### config.mk
export PLATFORM = sky130hd
export DESIGN_NAME = s4ga_cfg_sequencer
export DESIGN_NICKNAME = d
export VERILOG_FILES = /design/src/rtl/s4ga_pkg.sv /design/src/rtl/s4ga_seg_addr_gen.sv /design/src/rtl/s4ga_cfg_sequencer.sv
export SDC_FILE = /design/constraint.sdc
export NUM_CORES = 1
export LEC_CHECK = 0
export CAP_MARGIN = 40
export CORE_MARGIN = 2
export CORE_UTILIZATION = 48
export DETAILED_ROUTE_END_ITERATION = 10
export GPL_TIMING_DRIVEN = 1
export MAX_ROUTING_LAYER = met4
export PLACE_DENSITY = 0.81
export SLEW_MARGIN = 20
export SYNTH_ARGS = -nofsm -noshare
export SYNTH_HDL_FRONTEND = slang
export SYNTH_SLANG_ARGS = --single-unit
### constraint.sdc
create_clock -name clk -period 3.7 [get_ports clk]
set_input_delay 0.74 -clock clk [delete_from_list [all_inputs] [get_ports clk]]
set_output_delay 0.74 -clock clk [all_outputs]
set_load 0.02 [all_outputs]
### src/rtl/s4ga_pkg.sv
// Frame geometry shared by the s4ga fabric and its config sequencer, plus sequencer state encoding.
// Keeping both in one place stops the LUT segment layout from drifting between the two sides.
package s4ga_pkg;

  typedef enum logic [1:0] {IDLE, RESET, RUN} seq_state_t;

  function automatic int idx_w(input int n, input int i);
    return $clog2(3 + i + n);
  endfunction

  function automatic int idx_segs(input int n, input int i, input int si_w);
    return (idx_w(n, i) + si_w - 1) / si_w;
  endfunction

  function automatic int mask_segs(input int k, input int si_w);
    return ((1 << k) + si_w - 1) / si_w;
  endfunction

  function automatic int lut_segs(input int n, input int k, input int i, input int si_w);
    return k * idx_segs(n, i, si_w) + mask_segs(k, si_w);
  endfunction

  function automatic int frame_segs(input int n, input int k, input int i, input int si_w);
    return n * lut_segs(n, k, i, si_w);
  endfunction

endpackage

### src/rtl/s4ga_seg_addr_gen.sv
// Segment address counter that wraps at LAST with no idle cycle; clr wins over en.
// Also serves as the fabric-reset hold timer, which is why clr is exposed separately.
module s4ga_seg_addr_gen #(
  parameter int ADDR_W = 6,
  parameter int LAST   = 55
) (
  input  logic              clk,
  input  logic              rst_n,
  input  logic              clr,
  input  logic              en,
  output logic [ADDR_W-1:0] cnt,
  output logic              last
);

  assign last = (cnt == ADDR_W'(LAST));

  always_ff @(posedge clk or negedge rst_n) begin
    if (!rst_n) begin
      cnt <= '0;
    end else if (clr) begin
      cnt <= '0;
    end else if (en) begin
      cnt <= last ? '0 : cnt + ADDR_W'(1);
    end
  end

endmodule

### src/rtl/s4ga_cfg_sequencer.sv
// Holds the s4ga fabric in reset for a timed interval, then streams config segments from the
// shared RAM onto si; the single RAM port belongs to the host in IDLE and to the streamer otherwise.
module s4ga_cfg_sequencer
  import s4ga_pkg::*;
#(
  parameter int N          = 241,
  parameter int K          = 5,
  parameter int I          = 2,
  parameter int SI_W       = 4,
  parameter int RST_CYCLES = N + 2,
  parameter int FCNT_W     = 16,
  localparam int FRAME_SEGS = frame_segs(N, K, I, SI_W),
  localparam int ADDR_W     = $clog2(FRAME_SEGS)
) (
  input  logic              clk,
  input  logic              rst_n,
  input  logic              start,
  input  logic              continuous,
  input  logic              stop_req,
  input  logic              wr_valid,
  input  logic [ADDR_W-1:0] wr_addr,
  input  logic [SI_W-1:0]   wr_data,
  output logic              wr_ready,
  output logic              mem_en,
  output logic              mem_we,
  output logic [ADDR_W-1:0] mem_addr,
  output logic [SI_W-1:0]   mem_wdata,
  input  logic [SI_W-1:0]   mem_rdata,
  output logic              fab_rst,
  output logic [SI_W-1:0]   si,
  output logic              busy,
  output logic              frame_done,
  output logic [FCNT_W-1:0] frame_cnt
);

  seq_state_t        state;
  logic              cont_q, stop_pend;
  logic [ADDR_W-1:0] seg_addr;
  logic              seg_last, hold_done, frame_end;
  logic              vld_p0, vld_p1, vld_p2, last_p1;

  assign hold_done = (state == RESET) && (seg_addr == ADDR_W'(RST_CYCLES - 1));
  assign frame_end = (state == RUN) && seg_last && (!cont_q || stop_pend || stop_req);
  assign vld_p0    = (state == RUN);

  s4ga_seg_addr_gen #(
    .ADDR_W (ADDR_W),
    .LAST   (FRAME_SEGS - 1)
  ) u_addr_gen (
    .clk   (clk),
    .rst_n (rst_n),
    .clr   ((state == IDLE) || hold_done),
    .en    (state != IDLE),
    .cnt   (seg_addr),
    .last  (seg_last)
  );

  always_ff @(posedge clk or negedge rst_n) begin
    if (!rst_n) begin
      state     <= IDLE;
      cont_q    <= 1'b0;
      stop_pend <= 1'b0;
    end else begin
      if (stop_req) stop_pend <= 1'b1;
      case (state)
        IDLE: begin
          if (start && !stop_req) begin
            cont_q <= continuous;
            state  <= RESET;
          end
        end
        RESET: if (hold_done) state <= RUN;
        RUN: begin
          if (frame_end) begin
            state     <= IDLE;
            stop_pend <= 1'b0;
          end
        end
        default: state <= IDLE;
      endcase
    end
  end

  // Host writes pass straight through in IDLE; reset forces the port quiet.
  always_comb begin
    wr_ready = (state == IDLE);
    mem_en   = 1'b0;
    mem_we   = 1'b0;
    mem_addr = wr_addr;
    if (state == RUN) begin
      mem_en   = 1'b1;
      mem_addr = seg_addr;
    end else if ((state == IDLE) && wr_valid && rst_n) begin
      mem_en = 1'b1;
      mem_we = 1'b1;
    end
  end

  assign mem_wdata = wr_data;
  assign busy      = (state != IDLE) || vld_p1 || vld_p2;

  // p0: address issued -> p1: RAM data valid -> p2: segment on si, fabric out of reset
  always_ff @(posedge clk or negedge rst_n) begin
    if (!rst_n) begin
      vld_p1     <= 1'b0;
      vld_p2     <= 1'b0;
      last_p1    <= 1'b0;
      si         <= '0;
      fab_rst    <= 1'b1;
      frame_done <= 1'b0;
      frame_cnt  <= '0;
    end else begin
      vld_p1     <= vld_p0;
      last_p1    <= vld_p0 && seg_last;
      vld_p2     <= vld_p1;
      fab_rst    <= !vld_p1;
      si         <= vld_p1 ? mem_rdata : '0;
      frame_done <= vld_p1 && last_p1;
      if (vld_p1 && last_p1) frame_cnt <= frame_cnt + FCNT_W'(1);
    end
  end

endmodule

==> results.tsv, run 1 <==
stage	metric	value	unit
run_status	status	completed	
sta	fin_crit_sh	0.8220	
global_routing	antenna_found_initial	0	
synthesis	synth_top_family_by_area	simple AND/OR/NAND/NOR gates	
setup_path	worst-path-max-fanout	20	
synthesis	synth_xor_xnor_area_share	0.1127	
floorplanning	start_util	0.5016	
cts	hold_buffers	0	
sta	max_freq	328.8	MHz
synthesis	synthMuxAreaShare	0.005573	
power	peakVddDrop	0.0002296	V
sta	fin_skew	0.008088	ns
cts	cts_setup_buffers	0	
setup_path	crit_end	mem_en	
cts	clk_pin_slew	0.08	ns
synthesis	netlist_instances	212	
floorplanning	fp.dieH	68.88	um
route	wire_per_inst	11.91	um
cts	cts_tree	built	
setup_path	startpoint_type	flop	
setup_path	crit_path_end_kind	output port	
synthesis	yosysWarningCount	0	
setup_path	r2r-start	u_addr_gen.cnt[9]$_DFFE_PN0P_	
cts	clk_latency	0.29	ns
sta	setup_viol	0	
sta	slew_viol_final	0	
setup_path	path_class	reg -> out	
floorplanning	io_pins	70	
route	wl	3860	um
global_routing	overflow	0	
global_routing	grt_pass1_wl	6423	um
hold_path	hold_path_class	reg -> reg	
setup_path	r2r_slack	1.66	ns
setup_path	reg2reg_to	u_addr_gen.cnt[8]$_DFFE_PN0P_	
synthesis	synth_compound_area_frac	0.03096	
finish	drive_gt1_frac	0.05839	
cts	cts_buffer_depth	2	
sta	fin_setup_tns	0	ns
finish	final_core_util	0.6832	
route	dr.pass1.iters	4	
placed_design	io_buffer_count	61	
floorplanning	die_area	4744	um2
global_routing	grt_pass1_vias	1452	
synthesis	ys_types	30	
setup_path	critPathArrivalTime	2.30	ns
cts	cts-resized-gates	0	
finish	area_delta_synth_final	36.22	%
finish	antenna_cells	0	
sta	hold_violations	0	
setup_path	worstPathRequired	2.96	ns
synthesis	ys_seq_area_frac	0.5207	
route	drtIter0Drc	91	
cts	h-tree-depth	2	
cts	cts.sinks	42	
global_routing	grtUsageTotal	0.1894	
sta	fin_crit	3.042	ns
synthesis	synthSimpleGateAreaFrac	0.2588	
route	post-route-drc-count	0	
global_routing	grt_max_degree	43	
placed_design	dp_hpwl	2836	um
synthesis	synth_fa_ha_area_frac	0.02477	
route	drtAntennaViolNets	0	
run	maxCapViolCount	0	
power	p_total	1.130	mW
floorplanning	design.core.area	4029	um2
synthesis	synth_fp_nets	243	
setup_path	crit_path_start	state[0]$_DFFE_PN0P_	
synthesis	synth.avg_cell_area	9.532	um2
power	leakagePower	1.248	nW
cts	cts-root-buf	clkbuf_8	
sta	tightestPinTransition	0.5067	ns
power	p_per_area	410.6	nW/um2
cts	cts_buffers	5	
route	vias	1634	
floorplanning	die_w	68.88	um
floorplanning	num_rows	23	
sta	slew_headroom	0.6622	
setup_path	worst_r2r_path_depth	4	
synthesis	netlist_area	2021	um2
placed_design	gp_congestion	0.8087	
route	viasPerCell	5.043	
sta	rsz0062_at_grt	false	
synthesis	yosys_register_bits	42	
finish	nNetsFinal	304	
-- through the flow --
stage                     area (um2)  std cells  hold slack, ns  worst slack [ns]
after global routing            2753        324          0.4962            0.4898
after CTS                       2753        324          0.4721            0.6255
after detailed placement        2636        316          0.4608            0.8720
after global placement          2636        316          0.4555            0.8923
final                           2753        324          0.4703            0.6584
after floorplan                 2021        212          0.4408             1.405
-- routing by layer --
metal | wire (um) | vias up | share of wire | track usage
li1 | - | 807 | - | -
met1 | 1758 | 765 | 0.46 | 0.2256
met2 | 1836 | 52 | 0.48 | 0.3161
met3 | 203 | 10 | 0.053 | 0.04221
met4 | 61 | 0 | 0.016 | 0.06863
met5 | 0 | - | 0 | -
-- report_power, final --
| group | internal, mW | switching, mW | total, mW |
|---|---|---|---|
| sequential | 0.504 | 0.0605 | 0.564 |
| clock | 0.220 | 0.150 | 0.370 |
| combinational | 0.100 | 0.0962 | 0.196 |
| total | 0.824 | 0.307 | 1.13 |
-- how the worst min path moves through the flow --
stage                                      endpoint  cells after the start                 startpoint  slack [ns]
after CTS                 frame_cnt[15]$_DFFE_PN0P_                      1  frame_cnt[15]$_DFFE_PN0P_        0.47
after detailed placement  frame_cnt[15]$_DFFE_PN0P_                      1  frame_cnt[15]$_DFFE_PN0P_        0.46
after global routing      frame_cnt[15]$_DFFE_PN0P_                      1  frame_cnt[15]$_DFFE_PN0P_        0.50
after floorplan                  cont_q$_DFFE_PN0P_                      0                      rst_n        0.44
after global placement    frame_cnt[15]$_DFFE_PN0P_                      1  frame_cnt[15]$_DFFE_PN0P_        0.46
final                     frame_cnt[15]$_DFFE_PN0P_                      1  frame_cnt[15]$_DFFE_PN0P_        0.47
-- worst max-delay path, stage by stage, from the launching register on --
cell	delay, ns
dfrtp_1	0.46
or2b_2	0.47
inv_1	0.33
or2_2	0.17
clkdlybuf4s50_1	0.59
-- synth_stat cells (all sizes together) --
cell type,count,area [um2]
dfrtp,41,1026
o21ai,6,30.03
nor4,2,12.51
nor2b,1,6.260
or4,4,33.78
nand2,46,172.7
dfstp,1,26.28
ha,4,50.05
nor3,6,30.03
or2,2,12.51
mux2,1,11.26
nand4,6,37.54
xor2,10,87.58
inv,9,33.78
xnor2,16,140.1
o22ai,1,20.02
nor3b,1,7.510
nand3b,1,7.510
or2b,1,8.760
a21oi,1,5.000
and4,1,8.760
buf,6,52.55
clkbuf,2,7.510
and3,2,12.51
nand3,8,40.04
and2,5,31.28
o31ai,1,7.510
nor2,27,101.4
-- registers in the layout (all words and copies together) (netlist names) --
name            flops
state               2
frame_done          1
fab_rst             1
stop_pend           1
frame_cnt          16
vld_p1              1
cont_q              1
vld_p2              1
si                  4
u_addr_gen.cnt     13
last_p1             1
-- cell usage in the layout (no fill, tap or decap), types with 2 or more instances in the layout --
cell,n
clkdlybuf4s50_1,60
nand2_1,46
dfrtp_1,41
nor2_1,27
xnor2_1,16
xor2_1,10
inv_1,9
nand3_1,8
o21ai_0,6
nand4_1,6
nor3_1,6
clkbuf_8,6
and2_1,5
ha_1,4
or4_1,3
and3_1,2
or2_2,2
nor4_1,2
-- cell type report --
class                           instances  area [um2]
Sequential cell                        42        1052
Multi-Input combinational cell        153       874.6
Timing Repair Buffer                   62       613.1
Clock inverter                          1       30.03
Clock buffer                            7       86.33
Inverter                                9       33.78
Tap cell                               50       62.56
Fill cell                             333        1276
-- cell families after synthesis --
kind of cell    count (synthesis)
fa+ha+maj                       4
mux                             1
flops                          42
compound gates                  9
buf+inv                        17
simple gates                  113
xor+xnor                       26
No activity file was read; power rests on OpenSTA's default activity.
==> run 2: changes to the inputs <==
Settings changed: CORE_UTILIZATION 48 to 41, PLACE_DENSITY 0.81 to 0.74.
Clock period 3.7 ns to 2.51 ns, I/O delays scaled along.
==> run 2 against run 1 <==
Flip-flop and latch count is the same. Global-route usage shrank 2.2 points. First-iteration DRC count grew 18%. Power grew 38%. Clock-buffer cell count is the same. Critical path depth grew 1. Final cell count grew 7.1%. Core utilization shrank 8.9 points. Combinational power grew 49%. Register-to-register slack lost 1.2 ns. Cell area grew 1.9%. Worst hold slack lost 0.17 ns.
==> results.tsv, run 2 (synthesized netlist as in run 1, its figures left out) <==
stage	metric	value	unit	change
run	maxCapViolCount	0		unchanged
hold_path	hold_path_class	in -> async		
placed_design	place_ws	0.1597	ns	-0.7124 ns
floorplanning	die_w	74.21	um	+7.7%
sta	max_freq	410.4	MHz	
setup_path	worst-path-max-fanout	5		-75%
route	wire_per_inst	11.94	um	+0.22%
floorplanning	io_pins	70		unchanged
route	vias	1628		-0.37%
placed_design	dp_hpwl	2986	um	+5.3%
cts	cts_tree	built		
setup_path	crit_top_cell	nand2_1		
setup_path	critPathMaxStageDelay	0.60	ns	about the same
floorplanning	die_area	5506	um2	+16%
cts	cts.sinks	42		unchanged
finish	antenna_cells	0		unchanged
placed_design	placed_area	2688	um2	+1.9%
floorplanning	design.core.area	4723	um2	+17%
power	peakVddDrop	0.0003183	V	+39%
cts	cts-root-buf	clkbuf_8		
finish	final_cell_mix	clkdlybuf4s50_1, nand2_1, dfrtp_1		
finish	final_core_util	0.5939		-0.08932
setup_path	r2r-start	u_addr_gen.cnt[9]$_DFFE_PN0P_		
route	drtAntennaViolNets	0		unchanged
floorplanning	start_util	0.4278		-0.07374
sta	slew_viol_final	0		unchanged
sta	layout_setup_ws	0.07333	ns	-0.5851 ns
finish	nNetsFinal	310		+2.0%
sta	fin_setup_tns	0	ns	unchanged
route	post-route-drc-count	0		unchanged
setup_path	r2r_slack	0.51	ns	-1.15 ns
finish	largest_reg_flops	16		unchanged
floorplanning	fp.dieH	74.21	um	+7.7%
placed_design	place_inst	337		+6.6%
global_routing	overflow	0		unchanged
setup_path	worstPathRequired	2.01	ns	-0.95 ns
finish	drive_gt1_frac	0.08214		+0.02375
global_routing	grt_pass1_vias	1487		+2.4%
sta	rsz0062_at_grt	false		
sta	fin_crit_sh	0.9708		
setup_path	path_class	reg -> out		
setup_path	crit_path_start	state[0]$_DFFE_PN0P_		
sta	fin_crit	2.437	ns	
route	viasPerCell	4.692		-7.0%
placed_design	gp_congestion	0.8190		+1.3%
finish	regMostFlops	frame_cnt		
setup_path	crit_end	mem_addr[7]		
global_routing	grt_max_degree	43		unchanged
finish	final_area	2805	um2	+1.9%
global_routing	grtUsageTotal	0.1669		-0.02248
global_routing	grt_pass1_wl	6796	um	+5.8%
setup_path	crit_slowest_cell	clkdlybuf4s50_1		
finish	final_cells	347		+7.1%
cts	cts_buffers	5		unchanged
finish	area_delta_synth_final	38.82	%	
power	p_per_area	556.2	nW/um2	+35%
placed_design	io_buffer_count	61		unchanged
cts	clk_latency	0.29	ns	about the same
setup_path	worst_r2r_path_depth	4		unchanged
sta	fin_skew	0.005429	ns	-0.002659 ns
setup_path	critPathArrivalTime	1.93	ns	-0.37 ns
route	drtIter0Drc	107		+18%
cts	h-tree-depth	2		unchanged
cts	clk_pin_slew	0.08	ns	about the same
finish	final_common_cell	clkdlybuf4s50_1		
global_routing	antenna_found_initial	0		unchanged
setup_path	reg2reg_to	u_addr_gen.cnt[2]$_DFFE_PN0P_		
setup_path	startpoint_type	flop		
power	leakagePower	1.301	nW	+4.2%
setup_path	path_cells	or2b_2 > clkinvlp_2 > nand2_1 > nand2_1 > clkdlybuf4s50_1		
setup_path	crit_path_end_kind	output port		
run_status	status	completed		
finish	reg_top3	frame_cnt: 16 flops, u_addr_gen.cnt: 13 flops, si: 4 flops		
sta	slew_headroom	0.6554		-0.006773
sta	setup_viol	0		unchanged
sta	hold_violations	0		unchanged
sta	tightestPinTransition	0.5169	ns	+0.01016 ns
cts	cts_buffer_depth	2		unchanged
route	wl	4143	um	+7.3%
floorplanning	num_rows	25		+8.7%
route	dr.pass1.iters	4		unchanged
## run 2: cell types whose count changed in the layout (fill, tap and decap cells not counted), moves of 2 or more
cell             delta
clkdlybuf4s50_1     -7
buf_4               +5
dlymetal6s2s_1      +5
dlygate4sd2_1       +2
## run 2: stage by stage
stage	power (mW)	hold slack [ns]
final	1.560	0.3000
after floorplan	1.021	0.2064
after detailed placement	1.134	0.4682
after CTS	1.577	0.3162
after global placement	1.118	0.4554
after global routing	1.650	0.3509
## run 2: cell type report
class / count / area [um2]
Clock inverter: 1 / 5.005
Tap cell: 67 / 83.83
Multi-Input combinational cell: 153 / 874.6
Fill cell: 403 / 1918
Inverter: 9 / 37.54
Timing Repair Buffer: 67 / 660.6
Clock buffer: 7 / 86.33
Sequential cell: 42 / 1052
Timing Repair inverter: 1 / 5.005
## run 2: timing repair
| action | 4_1_cts | 5_1_grt |
|---|---|---|
| gates cloned | 0 | 1 |
| endpoints found under the setup margin | 9 | 9 |
| setup buffers | 0 | 1 |
| gates resized for setup | 3 | 5 |
| hold buffers | 0 | 0 |
## run 2: worst min-delay path by stage
| stage | from | to | slack (ns) | depth (start not counted) |
|---|---|---|---|---|
| after floorplan | rst_n | cont_q$_DFFE_PN0P_ | 0.21 | 0 |
| after global placement | frame_cnt[15]$_DFFE_PN0P_ | frame_cnt[15]$_DFFE_PN0P_ | 0.46 | 1 |
| after detailed placement | frame_cnt[15]$_DFFE_PN0P_ | frame_cnt[15]$_DFFE_PN0P_ | 0.47 | 1 |
| after CTS | rst_n | state[0]$_DFFE_PN0P_ | 0.32 | 2 |
| after global routing | rst_n | u_addr_gen.cnt[8]$_DFFE_PN0P_ | 0.35 | 2 |
| final | rst_n | si[2]$_DFF_PN0_ | 0.30 | 2 |
## run 2: metal layers
layer,GRT usage,vias to the layer above,share of wire
li1,-,824,-
met1,0.2104,758,0.45
met2,0.2619,39,0.48
met3,0.04201,7,0.053
met4,0.05859,0,0.013
met5,-,-,0
## run 2: where the power goes
group | leakage, nW | total [mW] | internal, mW | switching [mW]
clock | 0.0482 | 0.442 | 0.222 | 0.220
sequential | 0.559 | 0.825 | 0.742 | 0.0831
combinational | 0.694 | 0.293 | 0.147 | 0.146
total | 1.30 | 1.56 | 1.11 | 0.449
## run 2: worst max-delay path: cells and delay by family (launching register included)
kind | cells | cell delay (ns)
buffers and inverters | 2 | 0.78
DFF | 1 | 0.39
and+or+nand+nor | 3 | 0.46
